[src/rtl/usbf_dma_arb_pkg.sv]
// Shared types and widths for the endpoint DMA arbiter and its round-robin picker.
package usbf_dma_arb_pkg;

  localparam int EP_IDX_W = 4;
  localparam int BEAT_W   = 5;

  typedef enum logic [1:0] {
    IDLE    = 2'd0,
    ACTIVE  = 2'd1,
    HOLDOFF = 2'd2
  } arb_state_e;

endpackage

[src/rtl/usbf_dma_arb_if.sv]
// Endpoint request/ack lines plus the shared DMA channel handshake.
interface usbf_dma_arb_if
  import usbf_dma_arb_pkg::*;
#(
  parameter int NUM_EP = 16
);

  logic [NUM_EP-1:0]   ep_dma_req;
  logic [NUM_EP-1:0]   ep_dma_ack;
  logic                ch_req;
  logic                ch_ack;
  logic [EP_IDX_W-1:0] ch_ep_sel;

  // master: the arbiter; slave: endpoint register files plus the DMA channel
  modport master (
    input  ep_dma_req,
    input  ch_ack,
    output ep_dma_ack,
    output ch_req,
    output ch_ep_sel
  );

  modport slave (
    output ep_dma_req,
    output ch_ack,
    input  ep_dma_ack,
    input  ch_req,
    input  ch_ep_sel
  );

endinterface

[src/rtl/usbf_rr_pick.sv]
// Combinational round-robin picker: first set request after 'last', wrapping modulo NUM_EP.
module usbf_rr_pick
  import usbf_dma_arb_pkg::*;
#(
  parameter int NUM_EP = 16
) (
  input  logic [NUM_EP-1:0]   req,
  input  logic [EP_IDX_W-1:0] last,
  output logic [EP_IDX_W-1:0] idx,
  output logic                valid
);

  logic [15:0]         req_ext;
  logic [EP_IDX_W:0]   cand;

  always_comb begin
    req_ext             = '0;
    req_ext[NUM_EP-1:0] = req;
    idx                 = '0;
    valid               = 1'b0;
    cand                = '0;
    // offset NUM_EP brings the search back to 'last' itself as the lowest priority
    for (int k = 1; k <= NUM_EP; k++) begin
      cand = {1'b0, last} + (EP_IDX_W + 1)'(k);
      if (cand >= (EP_IDX_W + 1)'(NUM_EP)) begin
        cand = cand - (EP_IDX_W + 1)'(NUM_EP);
      end
      if (!valid && req_ext[cand[EP_IDX_W-1:0]]) begin
        valid = 1'b1;
        idx   = cand[EP_IDX_W-1:0];
      end
    end
  end

endmodule

[src/rtl/usbf_dma_arb.sv]
// Round-robin owner of the single DMA channel: grants one endpoint, forwards acks, bounds bursts.
module usbf_dma_arb
  import usbf_dma_arb_pkg::*;
#(
  parameter int NUM_EP    = 16,
  parameter int BURST_MAX = 16,
  parameter int HOLDOFF   = 2
) (
  input  logic              clk,
  input  logic              rst_n,
  input  logic              arb_en,
  input  logic [NUM_EP-1:0] ep_mask,
  input  logic [BEAT_W-1:0] burst_lim,
  output logic              busy,
  output logic              stray_ack,
  usbf_dma_arb_if.master    bus
);

  arb_state_e          state_reg;
  logic [EP_IDX_W-1:0] sel_reg;
  logic [EP_IDX_W-1:0] last_reg;
  logic [BEAT_W-1:0]   beat_reg;
  logic [BEAT_W-1:0]   lim_reg;
  logic [2:0]          hold_reg;
  logic                ch_req_reg;
  logic                busy_reg;
  logic                stray_reg;
  logic [NUM_EP-1:0]   ack_reg;

  logic [NUM_EP-1:0]   eligible;
  logic [NUM_EP-1:0]   sel_onehot;
  logic [EP_IDX_W-1:0] pick_idx;
  logic                pick_valid;
  logic                sel_req;
  logic                sel_mask;
  logic [BEAT_W-1:0]   beat_inc;
  logic                grant_end;

  assign eligible = bus.ep_dma_req & ep_mask & {NUM_EP{arb_en}};

  usbf_rr_pick #(
    .NUM_EP (NUM_EP)
  ) u_pick (
    .req   (eligible),
    .last  (last_reg),
    .idx   (pick_idx),
    .valid (pick_valid)
  );

  for (genvar gi = 0; gi < NUM_EP; gi++) begin : g_sel
    assign sel_onehot[gi] = (sel_reg == EP_IDX_W'(gi));
  end

  assign sel_req  = |(bus.ep_dma_req & sel_onehot);
  assign sel_mask = |(ep_mask & sel_onehot);
  assign beat_inc = beat_reg + BEAT_W'(1);

  // A request drop only ends the grant when no ack is in flight that cycle.
  assign grant_end = (bus.ch_ack && (beat_inc == lim_reg))
                   || (!sel_req && !bus.ch_ack)
                   || !sel_mask
                   || !arb_en;

  always_ff @(posedge clk or negedge rst_n) begin
    if (!rst_n) begin
      state_reg  <= IDLE;
      sel_reg    <= '0;
      last_reg   <= EP_IDX_W'(NUM_EP - 1);
      beat_reg   <= '0;
      lim_reg    <= '0;
      hold_reg   <= '0;
      ch_req_reg <= 1'b0;
      busy_reg   <= 1'b0;
      stray_reg  <= 1'b0;
      ack_reg    <= '0;
    end else begin
      ack_reg   <= '0;
      stray_reg <= 1'b0;
      case (state_reg)
        IDLE: begin
          stray_reg <= bus.ch_ack;
          if (pick_valid) begin
            state_reg  <= ACTIVE;
            sel_reg    <= pick_idx;
            last_reg   <= pick_idx;
            beat_reg   <= '0;
            lim_reg    <= (burst_lim == '0) ? BEAT_W'(BURST_MAX) : burst_lim;
            ch_req_reg <= 1'b1;
            busy_reg   <= 1'b1;
          end
        end
        ACTIVE: begin
          if (bus.ch_ack) begin
            ack_reg  <= sel_onehot;
            beat_reg <= beat_inc;
          end
          if (grant_end) begin
            // the HOLDOFF parameter shadows the imported state name here
            state_reg  <= usbf_dma_arb_pkg::HOLDOFF;
            ch_req_reg <= 1'b0;
            hold_reg   <= '0;
          end
        end
        usbf_dma_arb_pkg::HOLDOFF: begin
          stray_reg <= bus.ch_ack;
          if (hold_reg == 3'(HOLDOFF - 1)) begin
            state_reg <= IDLE;
            busy_reg  <= 1'b0;
          end else begin
            hold_reg <= hold_reg + 3'd1;
          end
        end
        default: begin
          state_reg  <= IDLE;
          ch_req_reg <= 1'b0;
          busy_reg   <= 1'b0;
        end
      endcase
    end
  end

  assign bus.ch_req     = ch_req_reg;
  assign bus.ch_ep_sel  = sel_reg;
  assign bus.ep_dma_ack = ack_reg;
  assign busy           = busy_reg;
  assign stray_ack      = stray_reg;

endmodule

[src/flat_wrapper.sv]
// flat-port wrapper written by rule: the top's interface ports become plain ports
module usbf_dma_arb_flat import usbf_dma_arb_pkg::*;
#(
  parameter int NUM_EP    = 16,
  parameter int BURST_MAX = 16,
  parameter int HOLDOFF   = 2
)
  (clk, rst_n, arb_en, ep_mask, burst_lim, busy, stray_ack, bus_ep_dma_req, bus_ch_ack, bus_ep_dma_ack, bus_ch_req, bus_ch_ep_sel);
  usbf_dma_arb_if #(.NUM_EP(NUM_EP)) bus_i ();
  input  logic clk;
  input  logic rst_n;
  input  logic arb_en;
  input  logic [NUM_EP-1:0] ep_mask;
  input  logic [BEAT_W-1:0] burst_lim;
  output logic busy;
  output logic stray_ack;
  input wire logic [$bits(bus_i.ep_dma_req)-1:0] bus_ep_dma_req;
  input wire logic [$bits(bus_i.ch_ack)-1:0] bus_ch_ack;
  output wire logic [$bits(bus_i.ep_dma_ack)-1:0] bus_ep_dma_ack;
  output wire logic [$bits(bus_i.ch_req)-1:0] bus_ch_req;
  output wire logic [$bits(bus_i.ch_ep_sel)-1:0] bus_ch_ep_sel;
  assign bus_i.ep_dma_req = bus_ep_dma_req;
  assign bus_i.ch_ack = bus_ch_ack;
  assign bus_ep_dma_ack = bus_i.ep_dma_ack;
  assign bus_ch_req = bus_i.ch_req;
  assign bus_ch_ep_sel = bus_i.ch_ep_sel;
  usbf_dma_arb #(.NUM_EP(NUM_EP), .BURST_MAX(BURST_MAX), .HOLDOFF(HOLDOFF)) u_core (.clk(clk), .rst_n(rst_n), .arb_en(arb_en), .ep_mask(ep_mask), .burst_lim(burst_lim), .busy(busy), .stray_ack(stray_ack), .bus(bus_i));
endmodule
[config.mk]
export PLATFORM = sky130hd
export DESIGN_NAME = usbf_dma_arb_flat
export DESIGN_NICKNAME = d
export VERILOG_FILES = /design/src/rtl/usbf_dma_arb_pkg.sv /design/src/rtl/usbf_dma_arb_if.sv /design/src/rtl/usbf_rr_pick.sv /design/src/rtl/usbf_dma_arb.sv /design/src/flat_wrapper.sv
export SDC_FILE = /design/constraint.sdc
export NUM_CORES = 1
export LEC_CHECK = 0
export ABC_AREA = 1
export BUFFER_PORTS_ARGS = -buffer_cell sky130_fd_sc_hd__buf_4
export CAP_MARGIN = 20
export CORE_MARGIN = 3
export CORE_UTILIZATION = 58
export CTS_CLUSTER_SIZE = 14
export DETAILED_ROUTE_END_ITERATION = 7
export PLACE_DENSITY = 0.88
export SYNTH_ARGS = -nofsm -noshare
export SYNTH_HDL_FRONTEND = slang
export SYNTH_HIERARCHICAL = 1
export SYNTH_SLANG_ARGS = --single-unit
[constraint.sdc]
create_clock -name clk -period 4.55 [get_ports clk]
set_clock_uncertainty 0.05 [all_clocks]
set_input_delay 0.6825 -clock clk [delete_from_list [all_inputs] [get_ports clk]]
set_output_delay 0.6825 -clock clk [all_outputs]
set_load 0.05 [all_outputs]
# Yosys cells after proc, flatten, opt, wreduce, memory -nomap -nowiden
# Cells that the tools add are included.
# word_totals
input_bits	41
wordCells	258
register_bits	42
# op_classes
mux	99
reduce_logical	53
addsub	34
bitwise_logic	6
n_lt_le_gt_ge	32
n_eq_ne	24
# op_table
op	count
4-bit 2-to-1 mux	32
5-bit greater-or-equal comparator, second input constant	16
4-bit by 5-bit < comparator with 1-bit output, second input constant	16
16-bit AND	4
1-bit binary-select mux with 4-bit select	16
4-bit by 1-bit subtractor with 4-bit output, second input constant	16
4-bit by 4-bit adder with 5-bit output, second input constant	8
1-bit 2-to-1 mux	36
4-bit == test, second input constant	8
16-bit 2-to-1 mux	2
16-bit OR reduction	2
4-bit by 3-bit adder with 5-bit output, second input constant	4
1-bit logical NOT	19
1-bit logical AND	17
4-bit by 3-bit == test with 1-bit output, second input constant	4
5-bit 2-to-1 mux	3
3-bit AND reduction	5
4-bit by 2-bit adder with 5-bit output, second input constant	2
5-bit one-hot mux with 2 select lines	1
4-bit by 2-bit == test with 1-bit output, second input constant	2
2-bit 2-to-1 mux	3
3-bit 2-to-1 mux	2
2-bit by 1-bit inequality test with 1-bit output, second input constant	3
1-bit one-hot mux with 3 select lines	2
20 further kinds	25

# Logic depth before layout (Yosys ltp)
# Gate-level depths: netlist of run 1.
# logic_depth
ltp_word	53
depth_mapped	23
mapped_depth_nobuf	22

# Modules after synthesis
# Netlist of run 1, hierarchy kept.
# modules_own_cells
mod	n_inst	seq_area_each_um2	area_per_inst_um2	cells_per_inst
usbf_dma_arb	1	1056.0	2235.9	295
usbf_rr_pick	1	0.0	1811.7	345

# Worst setup path before layout of run 1
# OpenSTA, ideal clock, no wires.
# synth_timing
kind	register -> register
startpoint	reg u_core.last_reg[1]
endpoint	reg u_core.beat_reg[1]
t_required_ns	4.405
slack_ns	0.865
arrival_ns	3.539
period_less_slack_ns	3.685
stages_incl_launch_ff	24
path_cell_list	dfstp_2 inv_1 buf_2 ha_1 inv_1 buf_2 nand3_1 nand3_1 nand2_1 nand2_2 nand2_2 nor2_8 nand4_4 nor2_4 nand4_4 nor3_4 nand3_2 nor2_2 nand3_1 nand2_1 inv_1 nor2_1 nand2_1 o31ai_1
# synth_via
elab_chain_len	53
elab_cells_between_ends	144
cone_classes	32 x add/sub; 16 x order compare; 1 x eq/ne; 64 x mux; 31 x reduce/logical
# synth_lines
item	line_no	rtl
from (decl)	usbf_dma_arb.sv:21	logic [EP_IDX_W-1:0] last_reg;
from (signal assigned)	usbf_dma_arb.sv:68	last_reg <= EP_IDX_W'(NUM_EP - 1);
from (signal assigned)	usbf_dma_arb.sv:85	last_reg <= pick_idx;
4-bit by 1-bit adder with 5-bit output	usbf_rr_pick.sv:24	cand = {1'b0, last} + (EP_IDX_W + 1)'(k);
4-bit by 1-bit subtractor with 4-bit output / 5-bit greater-or-equal comparator (equally long branches)	usbf_rr_pick.sv:26, usbf_rr_pick.sv:25	
4-bit 2-to-1 mux	usbf_rr_pick.sv:25	if (cand >= (EP_IDX_W + 1)'(NUM_EP)) begin
1-bit binary-select mux with 4-bit select	usbf_rr_pick.sv:28	if (!valid && req_ext[cand[EP_IDX_W-1:0]]) begin
1-bit 2-to-1 mux (not written as such)	usbf_rr_pick.sv:28	
1-bit 2-to-1 mux	usbf_rr_pick.sv:28	
1-bit logical NOT	usbf_rr_pick.sv:28	
1-bit logical AND	usbf_rr_pick.sv:28	
(+38 left out)	--	
1-bit logical AND	usbf_rr_pick.sv:28	
1-bit 2-to-1 mux	usbf_rr_pick.sv:28	
1-bit logical NOT	usbf_rr_pick.sv:28	
1-bit logical AND	usbf_rr_pick.sv:28	
1-bit 2-to-1 mux *	usbf_rr_pick.sv:28	
named net u_core.pick_valid	usbf_dma_arb.sv:33	logic pick_valid;
2-bit by 1-bit inequality test with 1-bit output (no source line) *	--	
3-bit AND reduction (no source line) *	--	
to (signal assigned)	usbf_dma_arb.sv:95	beat_reg <= beat_inc;
to (decl)	usbf_dma_arb.sv:22	logic [BEAT_W-1:0] beat_reg;
# The timed path passes the listed nets; every way through them passes the cells marked *. The select of a mux whose other input is x is not followed.
# A chain may end at the register's enable or synchronous reset.

# Worst setup path in the final report of run 1
# layout_timing
startpoint	reg u_core.last_reg[1]
endpoint	reg u_core.beat_reg[3]
# Same word-level chain as after synthesis.

==> flow_summary.rst, run 1 <==
.. list-table::
   :header-rows: 1

   * - Metric
     - Value
   * - Post-synthesis net count
     - 692
   * - Htree depth
     - 2
   * - Clock-pin slew reported for the worst setup and hold paths after clock tree synthesis
     - 0.09 ns
   * - Final core utilization
     - 0.7137
   * - Initial antenna violation count
     - 0
   * - Class of the tightest hold or removal check
     - in -> async
   * - CP Capture Type
     - register
   * - Critical-path cell list
     - inv_1 -> ha_1 -> inv_1 -> nand3_1 -> nand3_2 -> nand2_1 -> nand2_2 -> nand2_2 -> nor2_8 -> nand4_4 -> nor2_4 -> nand4_4 -> nor3_4 -> nand3_2 -> nor2_2 -> nand3_1 -> nand2_1 -> inv_1 -> nor2_1 -> nand2_1 -> o21ai_0
   * - Detailed-router iteration count before antenna repair
     - 5
   * - Slew @ Worst Pin
     - 0.8553 ns
   * - Antenna violation net count after detailed routing
     - 0
   * - Largest net degree at the start of global routing
     - 43
   * - Post-CTS Setup Inserts
     - 0
   * - Period Utilization, post-route
     - 0.9287
   * - I/O pins
     - 64
   * - Synth Cell Area
     - 4048 µm²
   * - Total Routed Length
     - 12,720 µm
   * - Die area
     - 8017 µm²
   * - Class of the most critical setup path
     - reg -> reg
   * - First-pass GRT wire length
     - 20,090 µm
   * - Port Buffers
     - 63
   * - Cell types with the largest area share after synthesis
     - sky130_fd_sc_hd__dfrtp_1, sky130_fd_sc_hd__nand2_1, sky130_fd_sc_hd__nand3_1
   * - Via count of the first global-routing pass
     - 4,123
   * - Count of fill cells added during filler insertion
     - 558
   * - Maximum fanout count along the critical path
     - 13
   * - MaxCap Viol Count
     - 0
   * - Standard-cell row count
     - 29
   * - Routed wire length per instance
     - 15.98 µm
   * - Number of gates given a new drive strength after cts
     - 0
   * - Ant. Diodes
     - 0
   * - CTS tree
     - built
   * - Weighted congestion at the end of routability-driven global placement
     - 0.9979
   * - Proportion of layout cells with a drive suffix above 1
     - 0.1821
   * - Quantity of hold-fixing buffers added after cts
     - 0
   * - Unrepaired setup endpoints after global routing
     - no
   * - Final hold viol count
     - 0
   * - Starting utilization of the core area
     - 0.6163
   * - Cell type of the slowest stage on the worst timing path
     - sky130_fd_sc_hd__dfstp_2
   * - Total of flip-flops plus latches after synthesis
     - 42
   * - Worst relative slew slack
     - 0.4271
   * - Area growth from synthesis to layout
     - 15.80%
   * - Detailed-route vias per instance
     - 5.881
   * - Number of DRC markers in iteration 0
     - 477
   * - Sequential area share after synthesis
     - 0.2609
   * - Area share of the largest cell type after synthesis
     - 0.2349
   * - Post-Syn Area per Cell
     - 6.324 µm²
   * - Predominant post-synthesis flop cell
     - sky130_fd_sc_hd__dfrtp_1
   * - Inserted Clock Buffers
     - 5
   * - Max frequency
     - 236.6 MHz
   * - Top library cells by usage in the layout, fill and taps aside
     - sky130_fd_sc_hd__nand2_1, sky130_fd_sc_hd__nand3_1, sky130_fd_sc_hd__nor2_1
   * - Share of synthesized flip-flops with an asynchronous set or reset
     - 1.000
   * - Maximum single-stage delay on the critical path
     - 0.53 ns
   * - Die outline height
     - 89.54 µm
   * - Final-report max-slew violation count
     - 0
   * - HPWL after detailed placement
     - 10,020 µm
   * - Post-layout min period
     - 4.226 ns
   * - Required time of the critical path
     - 4.70 ns
   * - Type of element launching the critical path
     - register
   * - Final setup violating endpoints
     - 0
   * - Final setup TNS
     - 0 ns
   * - Area occupied by multi-input gates
     - 2656 µm²
   * - Data arrival time of the critical path
     - 4.38 ns
   * - Reg-to-reg setup timing slack
     - 0.32 ns
   * - Root Buffer
     - sky130_fd_sc_hd__clkbuf_8
   * - Flip-flop count of the largest register, all copies and words added
     - 16
   * - Core footprint
     - 6568 µm²
   * - Run status
     - finished, final reports clean
   * - # clock sinks
     - 42
   * - Clock latency on the worst-skew pair
     - 0.30 ns
   * - Overflow after GRT
     - 0
   * - Overall Global Routing Usage
     - 0.3259
   * - Synth Instances
     - 640
   * - Most common library cell in the layout ignoring fill and taps
     - sky130_fd_sc_hd__nand2_1
   * - Number of library cell types mapped by synthesis
     - 38
   * - Horizontal extent of the die
     - 89.54 µm
   * - Number of flops mapped to enable cells by yosys
     - 0
   * - CTS Buffer Depth
     - 2
   * - Remaining DRCs
     - 0
   * - Post-synth top area cell
     - sky130_fd_sc_hd__dfrtp_1
   * - Vias
     - 4,681
   * - Fin nets
     - 754
   * - Storage element area
     - 1056 µm²
   * - Number of synthesis warnings
     - 6
==> kinds of logic after synthesis <==
| kind of cell | after synthesis | synth area share |
|---|---|---|
| AND/OR/NAND/NOR | 458 | 0.5311 |
| AO/OA/AOI/OAI | 36 | 0.05131 |
| buffers and inverters | 78 | 0.08284 |
| XOR/XNOR | 15 | 0.03988 |
| adder cells (fa/ha/maj) | 11 | 0.03400 |
| flip-flops | 42 | 0.2609 |
==> cells in the mapped netlist (all sizes together), types with 2 or more instances <==
library cell and number:
dfstp 4, ha 11, nor2 88, o21a 4, clkbuf 5, nand2 192
xor2 10, inv 61, nor3 16, o21ai 15, nor4 6, a31oi 3
a21oi 9, o31ai 2, nand4 21, dfrtp 38, xnor2 5, buf 11
nand3 135, o211ai 2
==> worst paths after layout <==
| check | start | end | cells past startpoint |
|---|---|---|---|
| max in group asynchronous | rst_n | u_core/last_reg[0] | 1 |
| max | u_core/last_reg[1] | u_core/beat_reg[3] | 21 |
| min in group clk | u_core/state_reg[0] | u_core/stray_ack | 1 |
| min reg2reg | u_core/state_reg[0] | u_core/stray_ack | 1 |
| max reg2reg | u_core/last_reg[1] | u_core/beat_reg[3] | 21 |
| min | rst_n | u_core/lim_reg[4] | 1 |
==> area by class of cell <==
class,count,area share
Clock buffer,5,0.01468
Sequential cell,42,0.2253
Inverter,62,0.05072
Tap cell,93,0.02483
Clock inverter,3,0.004004
Timing Repair Buffer,71,0.1137
Multi-Input combinational cell,520,0.5667
==> metal layers <==
| layer | track usage | wire length, µm |
|---|---|---|
| met1 | 0.4741 | 5395 |
| met2 | 0.5199 | 5791 |
| met3 | 0.04424 | 1329 |
| met4 | 0.05954 | 204 |
| met5 | 0 | 0 |
==> per-stage QoR <==
stage / std cells / hold slack [ns] / instance area, µm² / setup slack [ns]
6_report: 796 / 0.2983 / 4687 / 0.3243
5_1_grt: 796 / 0.3268 / 4687 / 0.04686
3_3_place_gp: 788 / 0.4199 / 4599 / 0.6931
2_1_floorplan: 640 / 0.3369 / 4048 / 0.8653
4_1_cts: 796 / 0.3137 / 4687 / 0.4468
3_5_place_dp: 788 / 0.4373 / 4599 / 0.4699
==> worst max-delay path: cells and delay by family (launching register included) <==
kind	cells	cell delay [ns]
AO/OA/AOI/OAI	1	0.12
adder cells (fa/ha/maj)	1	0.35
buffers and inverters	3	0.60
flip-flops	1	0.53
AND/OR/NAND/NOR	16	2.49
Power of run 1 is left out: the tool's default activity adds up to more than one toggle a clock period on the data nets, which glitch-free logic cannot reach.
==> inputs of run 2 (changes only) <==
CORE_MARGIN = default   (was 3)
CTS_BUF_LIST = sky130_fd_sc_hd__clkbuf_8 sky130_fd_sc_hd__clkbuf_16   (was default)
==> flow_summary.rst, run 2 (synthesis gave the netlist of run 1 again) <==
.. list-table::
   :header-rows: 1

   * - Metric
     - Value
   * - Port Buffers
     - 63 (unchanged)
   * - Starting utilization of the core area
     - 0.5991 (was 0.6163)
   * - Source of the worst register-to-register timing path
     - u_core/last_reg[0] (was u_core/last_reg[1])
   * - Post-layout min period
     - 4.110 ns (was 4.226 ns)
   * - Horizontal extent of the die
     - 85.54 µm (was 89.54 µm)
   * - Core footprint
     - 6756 µm² (was 6568 µm²)
   * - Largest net degree at the start of global routing
     - 43 (unchanged)
   * - Final core utilization
     - 0.6917 (was 0.7137)
   * - Area growth from synthesis to layout
     - 15.46% (was 15.80%)
   * - HPWL after detailed placement
     - 9992 µm (was 10,020 µm)
   * - Die area
     - 7317 µm² (was 8017 µm²)
   * - Reg-to-reg setup timing slack
     - 0.44 ns (was 0.32 ns)
   * - Remaining DRCs
     - 0 (unchanged)
   * - Overall Global Routing Usage
     - 0.3549 (was 0.3259)
   * - Vias
     - 4,644 (was 4,681)
   * - Quantity of hold-fixing buffers added after cts
     - 0 (unchanged)
   * - Data arrival time of the critical path
     - 4.25 ns (was 4.38 ns)
   * - Most common library cell in the layout ignoring fill and taps
     - sky130_fd_sc_hd__nand2_1 (unchanged)
   * - Slew @ Worst Pin
     - 0.9603 ns (was 0.8553 ns)
   * - Class of the tightest hold or removal check
     - in -> async (unchanged)
   * - Overflow after GRT
     - 0 (unchanged)
   * - Routed wire length per instance
     - 16.11 µm (was 15.98 µm)
   * - Pre-CTS worst setup slack
     - 0.4141 ns (was 0.4699 ns)
   * - Class of the most critical setup path
     - reg -> reg (unchanged)
   * - Standard-cell row count
     - 30 (was 29)
   * - Min setup slack post-route
     - 0.4398 ns (was 0.3243 ns)
   * - Final hold viol count
     - 0 (unchanged)
   * - Proportion of layout cells with a drive suffix above 1
     - 0.1821 (unchanged)
   * - Period Utilization, post-route
     - 0.9033 (was 0.9287)
   * - Top library cells by usage in the layout, fill and taps aside
     - sky130_fd_sc_hd__nand2_1, sky130_fd_sc_hd__nand3_1, sky130_fd_sc_hd__nor2_1 (unchanged)
   * - Flip-flop count of the largest register, all copies and words added
     - 16 (unchanged)
   * - First-pass GRT wire length
     - 20,320 µm (was 20,090 µm)
   * - Number of cell instances on the worst register-to-register path
     - 19 (was 21)
   * - Final setup TNS
     - 0 ns (unchanged)
   * - Number of gates given a new drive strength after cts
     - 0 (unchanged)
   * - Antenna violation net count after detailed routing
     - 0 (unchanged)
   * - Source of the critical timing path
     - u_core/last_reg[0] (was u_core/last_reg[1])
   * - Htree depth
     - 2 (unchanged)
   * - Post-CTS Setup Inserts
     - 0 (unchanged)
   * - MaxCap Viol Count
     - 0 (unchanged)
   * - Max frequency
     - 243.3 MHz (was 236.6 MHz)
   * - Initial antenna violation count
     - 0 (unchanged)
   * - End of the critical path
     - u_core/beat_reg[2] (was u_core/beat_reg[3])
   * - Maximum fanout count along the critical path
     - 18 (was 13)
   * - Clock latency on the worst-skew pair
     - 0.29 ns (was 0.30 ns)
   * - Die outline height
     - 85.54 µm (was 89.54 µm)
   * - CTS Buffer Depth
     - 2 (unchanged)
   * - Final setup violating endpoints
     - 0 (unchanged)
   * - Root Buffer
     - sky130_fd_sc_hd__clkbuf_8 (unchanged)
   * - CTS tree
     - built (unchanged)
   * - Total Routed Length
     - 12,620 µm (was 12,720 µm)
   * - Capturing point of the worst reg2reg path
     - u_core/beat_reg[2] (was u_core/beat_reg[3])
   * - Type of element launching the critical path
     - register (unchanged)
   * - Run status
     - finished, final reports clean (unchanged)
   * - Via count of the first global-routing pass
     - 4,291 (was 4,123)
   * - Fin nets
     - 754 (unchanged)
   * - Post-Place Cell Area
     - 4583 µm² (was 4599 µm²)
   * - Clock-pin slew reported for the worst setup and hold paths after clock tree synthesis
     - 0.08 ns (was 0.09 ns)
   * - Weighted congestion at the end of routability-driven global placement
     - 0.9911 (was 0.9979)
   * - Final-report max-slew violation count
     - 0 (unchanged)
   * - Detailed-router iteration count before antenna repair
     - 6 (was 5)
   * - Count of fill cells added during filler insertion
     - 593 (was 558)
   * - Detailed-route vias per instance
     - 5.931 (was 5.881)
   * - I/O pins
     - 64 (unchanged)
   * - Final instance area
     - 4673 µm² (was 4687 µm²)
   * - Inserted Clock Buffers
     - 5 (unchanged)
   * - Number of DRC markers in iteration 0
     - 458 (was 477)
   * - Unrepaired setup endpoints after global routing
     - no (unchanged)
   * - Required time of the critical path
     - 4.69 ns (was 4.70 ns)
   * - # clock sinks
     - 42 (unchanged)
   * - Worst relative slew slack
     - 0.3568 (was 0.4271)
   * - Ant. Diodes
     - 0 (unchanged)
   * - CP Capture Type
     - register (unchanged)
[run 2: cell types whose count changed in the layout (fill, tap and decap cells not counted)]
cell	change
sky130_fd_sc_hd__clkinv_2	-1
sky130_fd_sc_hd__clkinvlp_4	+1
sky130_fd_sc_hd__inv_6	-1
sky130_fd_sc_hd__clkinv_4	+1
[run 2: cell type report]
cell class              instances  area [µm²]  area share
clock inverters                 3       17.52    0.003748
repair buffers                 71       533.0      0.1141
multi-input cells             520        2656      0.5684
inverters                      62       241.5     0.05167
flip-flops and latches         42        1056      0.2260
clock buffers                   5       68.82     0.01473
well taps                      80       100.1     0.02142
[run 2: per-layer routing]
metal,wire length (µm),GRT usage,up-vias
met5,0,0,-
met4,266,0.06818,0
met3,1275,0.07411,40
met2,5718,0.5840,237
met1,5358,0.4880,2135
li1,-,-,2232
[run 2: metrics by stage]
| step | std cells | hold WS (ns) |
|---|---|---|
| 2_1_floorplan | 640 | 0.3369 |
| 3_3_place_gp | 775 | 0.4244 |
| 3_5_place_dp | 775 | 0.4340 |
| 4_1_cts | 783 | 0.3228 |
| 5_1_grt | 783 | 0.3438 |
| 6_report | 783 | 0.2991 |
[run 2: worst min-delay path by stage]
| stage | slack [ns] | to | depth (start not counted) | start |
|---|---|---|---|---|
| after floorplan | 0.34 | u_core/beat_reg[0] | 0 | rst_n |
| after global placement | 0.42 | u_core/bus.ch_req | 2 | u_core/bus.ch_req |
| after detailed placement | 0.43 | u_core/bus.ch_req | 2 | u_core/bus.ch_req |
| after CTS | 0.32 | u_core/beat_reg[3] | 1 | rst_n |
| after global routing | 0.34 | u_core/stray_ack | 1 | rst_n |
| final | 0.30 | u_core/stray_ack | 1 | rst_n |
[run 2: worst max-delay path, cell delays in order, from the launching register on]
cell and delay, ns:
sky130_fd_sc_hd__dfstp_2 0.54, sky130_fd_sc_hd__inv_2 0.13, sky130_fd_sc_hd__ha_1 0.28, sky130_fd_sc_hd__xnor2_2 0.33, sky130_fd_sc_hd__inv_1 0.27, sky130_fd_sc_hd__nand3_1 0.16, sky130_fd_sc_hd__nand3_1 0.08, sky130_fd_sc_hd__nand2_1 0.27
sky130_fd_sc_hd__nand4_4 0.17, sky130_fd_sc_hd__nor2_4 0.15, sky130_fd_sc_hd__nand4_4 0.12, sky130_fd_sc_hd__nor3_4 0.26, sky130_fd_sc_hd__nand3_2 0.14, sky130_fd_sc_hd__nor2_2 0.17, sky130_fd_sc_hd__nand3_1 0.13, sky130_fd_sc_hd__nand2_1 0.12
sky130_fd_sc_hd__inv_1 0.06, sky130_fd_sc_hd__nor2_1 0.36, sky130_fd_sc_hd__nand2_1 0.11, sky130_fd_sc_hd__o31ai_1 0.10
Power of run 2 is left out for the same reason.
==> inputs of run 3 (changes only) <==
clock period = 5.3 ns   (was 4.55 ns; I/O delays follow)
==> flow_summary.rst, run 3 (synthesis gave the netlist of run 1 again) <==
.. list-table::
   :header-rows: 1

   * - Metric
     - Value
   * - Starting utilization of the core area
     - 0.5991 (unchanged)
   * - Die outline height
     - 85.54 µm (unchanged)
   * - Die area
     - 7317 µm² (unchanged)
   * - Number of DRC markers in iteration 0
     - 454 (was 458)
   * - Via count of the first global-routing pass
     - 4,142 (was 4,291)
   * - Maximum single-stage delay on the critical path
     - 0.75 ns (was 0.54 ns)
   * - Post-layout min period
     - 4.737 ns (was 4.110 ns)
   * - Final hold viol count
     - 0 (unchanged)
   * - Overall Global Routing Usage
     - 0.3337 (was 0.3549)
   * - Top library cells by usage in the layout, fill and taps aside
     - sky130_fd_sc_hd__nand2_1, sky130_fd_sc_hd__nand3_1, sky130_fd_sc_hd__nor2_1 (unchanged)
   * - Post-CTS Setup Inserts
     - 0 (unchanged)
   * - Worst relative slew slack
     - 0.4055 (was 0.3568)
   * - Final setup violating endpoints
     - 0 (unchanged)
   * - Met2 wire length
     - 5600 µm (was 5718 µm)
   * - Vias
     - 4,605 (was 4,644)
   * - CTS Buffer Depth
     - 2 (unchanged)
   * - Critical-path cell list
     - inv_1 -> ha_1 -> inv_1 -> nand3_1 -> nand3_2 -> nand2_1 -> nand2_2 -> nand2_2 -> nor2_8 -> nand4_4 -> nor2_4 -> nand4_4 -> nor3_4 -> nand3_2 -> nor2_2 -> nand3_1 -> nand2_1 -> inv_1 -> nor2_1 -> nand2_1 -> o31ai_1 (was inv_2 -> ha_1 -> xnor2_2 -> inv_1 -> nand3_1 -> nand3_1 -> nand2_1 -> nand4_4 -> nor2_4 -> nand4_4 -> nor3_4 -> nand3_2 -> nor2_2 -> nand3_1 -> nand2_1 -> inv_1 -> nor2_1 -> nand2_1 -> o31ai_1)
   * - Fin nets
     - 750 (was 754)
   * - Ant. Diodes
     - 0 (unchanged)
   * - Inserted Clock Buffers
     - 5 (unchanged)
   * - DRT met1 WL
     - 5173 µm (was 5358 µm)
   * - Slew @ Worst Pin
     - 0.8876 ns (was 0.9603 ns)
   * - Source of the critical timing path
     - u_core/last_reg[1] (was u_core/last_reg[0])
   * - Standard-cell row count
     - 30 (unchanged)
   * - Clock-pin slew reported for the worst setup and hold paths after clock tree synthesis
     - 0.08 ns (about the same)
   * - Remaining DRCs
     - 0 (unchanged)
   * - Class of the tightest hold or removal check
     - in -> async (unchanged)
   * - Run status
     - finished, final reports clean (unchanged)
   * - Htree depth
     - 2 (unchanged)
   * - Most common library cell in the layout ignoring fill and taps
     - sky130_fd_sc_hd__nand2_1 (unchanged)
   * - Number of gates given a new drive strength after cts
     - 0 (unchanged)
   * - Total Routed Length
     - 11,980 µm (was 12,620 µm)
   * - CP Capture Type
     - register (unchanged)
   * - Storage element area
     - 1056 µm² (unchanged)
   * - Detailed-route vias per instance
     - 5.911 (was 5.931)
   * - Port Buffers
     - 63 (unchanged)
   * - Overflow after GRT
     - 0 (unchanged)
   * - Reg-to-reg setup timing slack
     - 0.56 ns (was 0.44 ns)
   * - Period Utilization, post-route
     - 0.8938 (was 0.9033)
   * - I/O pins
     - 64 (unchanged)
   * - Count of fill cells added during filler insertion
     - 599 (was 593)
   * - Horizontal extent of the die
     - 85.54 µm (unchanged)
   * - Top layer used by detailed routing
     - met4 (unchanged)
   * - Class of the most critical setup path
     - reg -> reg (unchanged)
   * - Area growth from synthesis to layout
     - 14.65% (was 15.46%)
   * - Max frequency
     - 211.1 MHz (was 243.3 MHz)
   * - Type of element launching the critical path
     - register (unchanged)
   * - Area occupied by multi-input gates
     - 2656 µm² (unchanged)
   * - Quantity of hold-fixing buffers added after cts
     - 0 (unchanged)
   * - Unrepaired setup endpoints after global routing
     - no (unchanged)
   * - Routed wire length per instance
     - 15.38 µm (was 16.11 µm)
   * - Required time of the critical path
     - 5.45 ns (was 4.69 ns)
   * - MaxCap Viol Count
     - 0 (unchanged)
   * - First-pass GRT wire length
     - 19,350 µm (was 20,320 µm)
   * - Clock latency on the worst-skew pair
     - 0.30 ns (was 0.29 ns)
   * - Weighted congestion at the end of routability-driven global placement
     - 0.9171 (was 0.9911)
   * - Maximum fanout count along the critical path
     - 18 (unchanged)
   * - Core footprint
     - 6756 µm² (unchanged)
   * - Data arrival time of the critical path
     - 4.88 ns (was 4.25 ns)
   * - Final setup TNS
     - 0 ns (unchanged)
   * - Largest net degree at the start of global routing
     - 43 (unchanged)
   * - Metal3 WL
     - 961 µm (was 1275 µm)
   * - Flip-flop count of the largest register, all copies and words added
     - 16 (unchanged)
   * - HPWL after detailed placement
     - 9454 µm (was 9992 µm)
   * - Source of the worst register-to-register timing path
     - u_core/last_reg[1] (was u_core/last_reg[0])
   * - Root Buffer
     - sky130_fd_sc_hd__clkbuf_8 (unchanged)
   * - # clock sinks
     - 42 (unchanged)
   * - Final-report max-slew violation count
     - 0 (unchanged)
   * - Cell type of the slowest stage on the worst timing path
     - sky130_fd_sc_hd__dfstp_2 (unchanged)
   * - Proportion of layout cells with a drive suffix above 1
     - 0.1774 (was 0.1821)
   * - Antenna violation net count after detailed routing
     - 0 (unchanged)
   * - Initial antenna violation count
     - 0 (unchanged)
   * - Detailed-router iteration count before antenna repair
     - 6 (unchanged)
   * - CTS tree
     - built (unchanged)
## run 3: changes by cell type in the layout (fill, tap and decap cells not counted), sizes merged
cell / change
clkinvlp: -1
buf: -4
inv: +1
## run 3: final cells by class
type,instances,share of cell area
multi-input combinational,520,0.5724
sequential,42,0.2276
timing repair buffer,67,0.1084
inverter,62,0.05123
tap,80,0.02157
clock buffer,5,0.01483
clock inverter,3,0.004044
## run 3: stage by stage
stage,utilization,cell area (µm²),worst slack (ns),instances,hold slack (ns)
CTS,0.6869,4641,0.6511,779,0.4312
global route,0.6869,4641,0.2075,779,0.4489
floorplan,-,4048,1.615,640,0.3957
detailed placement,0.6739,4553,0.6798,771,0.4516
finish,0.6869,4641,0.5630,779,0.4178
global placement,0.6739,4553,0.9231,771,0.4213
## run 3: worst max-delay path: cells and delay by family, from the launching register on
kind,cells,cell delay [ns]
AO/OA/AOI/OAI,1,0.09
AND/OR/NAND/NOR,16,2.61
flip-flops,1,0.75
buffers and inverters,3,0.65
adder cells (fa/ha/maj),1,0.47
## run 3: path summary, 6_finish.rpt
path	endpoint	depth (start not counted)
setup reg to reg	u_core/beat_reg[2]	21
setup / recovery	u_core/beat_reg[2]	21
min in group clk	u_core/hold_reg[1]	2
hold / removal	u_core/beat_reg[2]	1
max in group asynchronous	u_core/last_reg[0]	1
hold reg to reg	u_core/hold_reg[1]	2
## run 3: routing by layer
metal	GRT usage	up-vias
met3	0.06545	26
met4	0.08333	0
met1	0.4528	2129
li1	-	2229
met2	0.5498	221
met5	0	-
Power of run 3 is left out for the same reason.
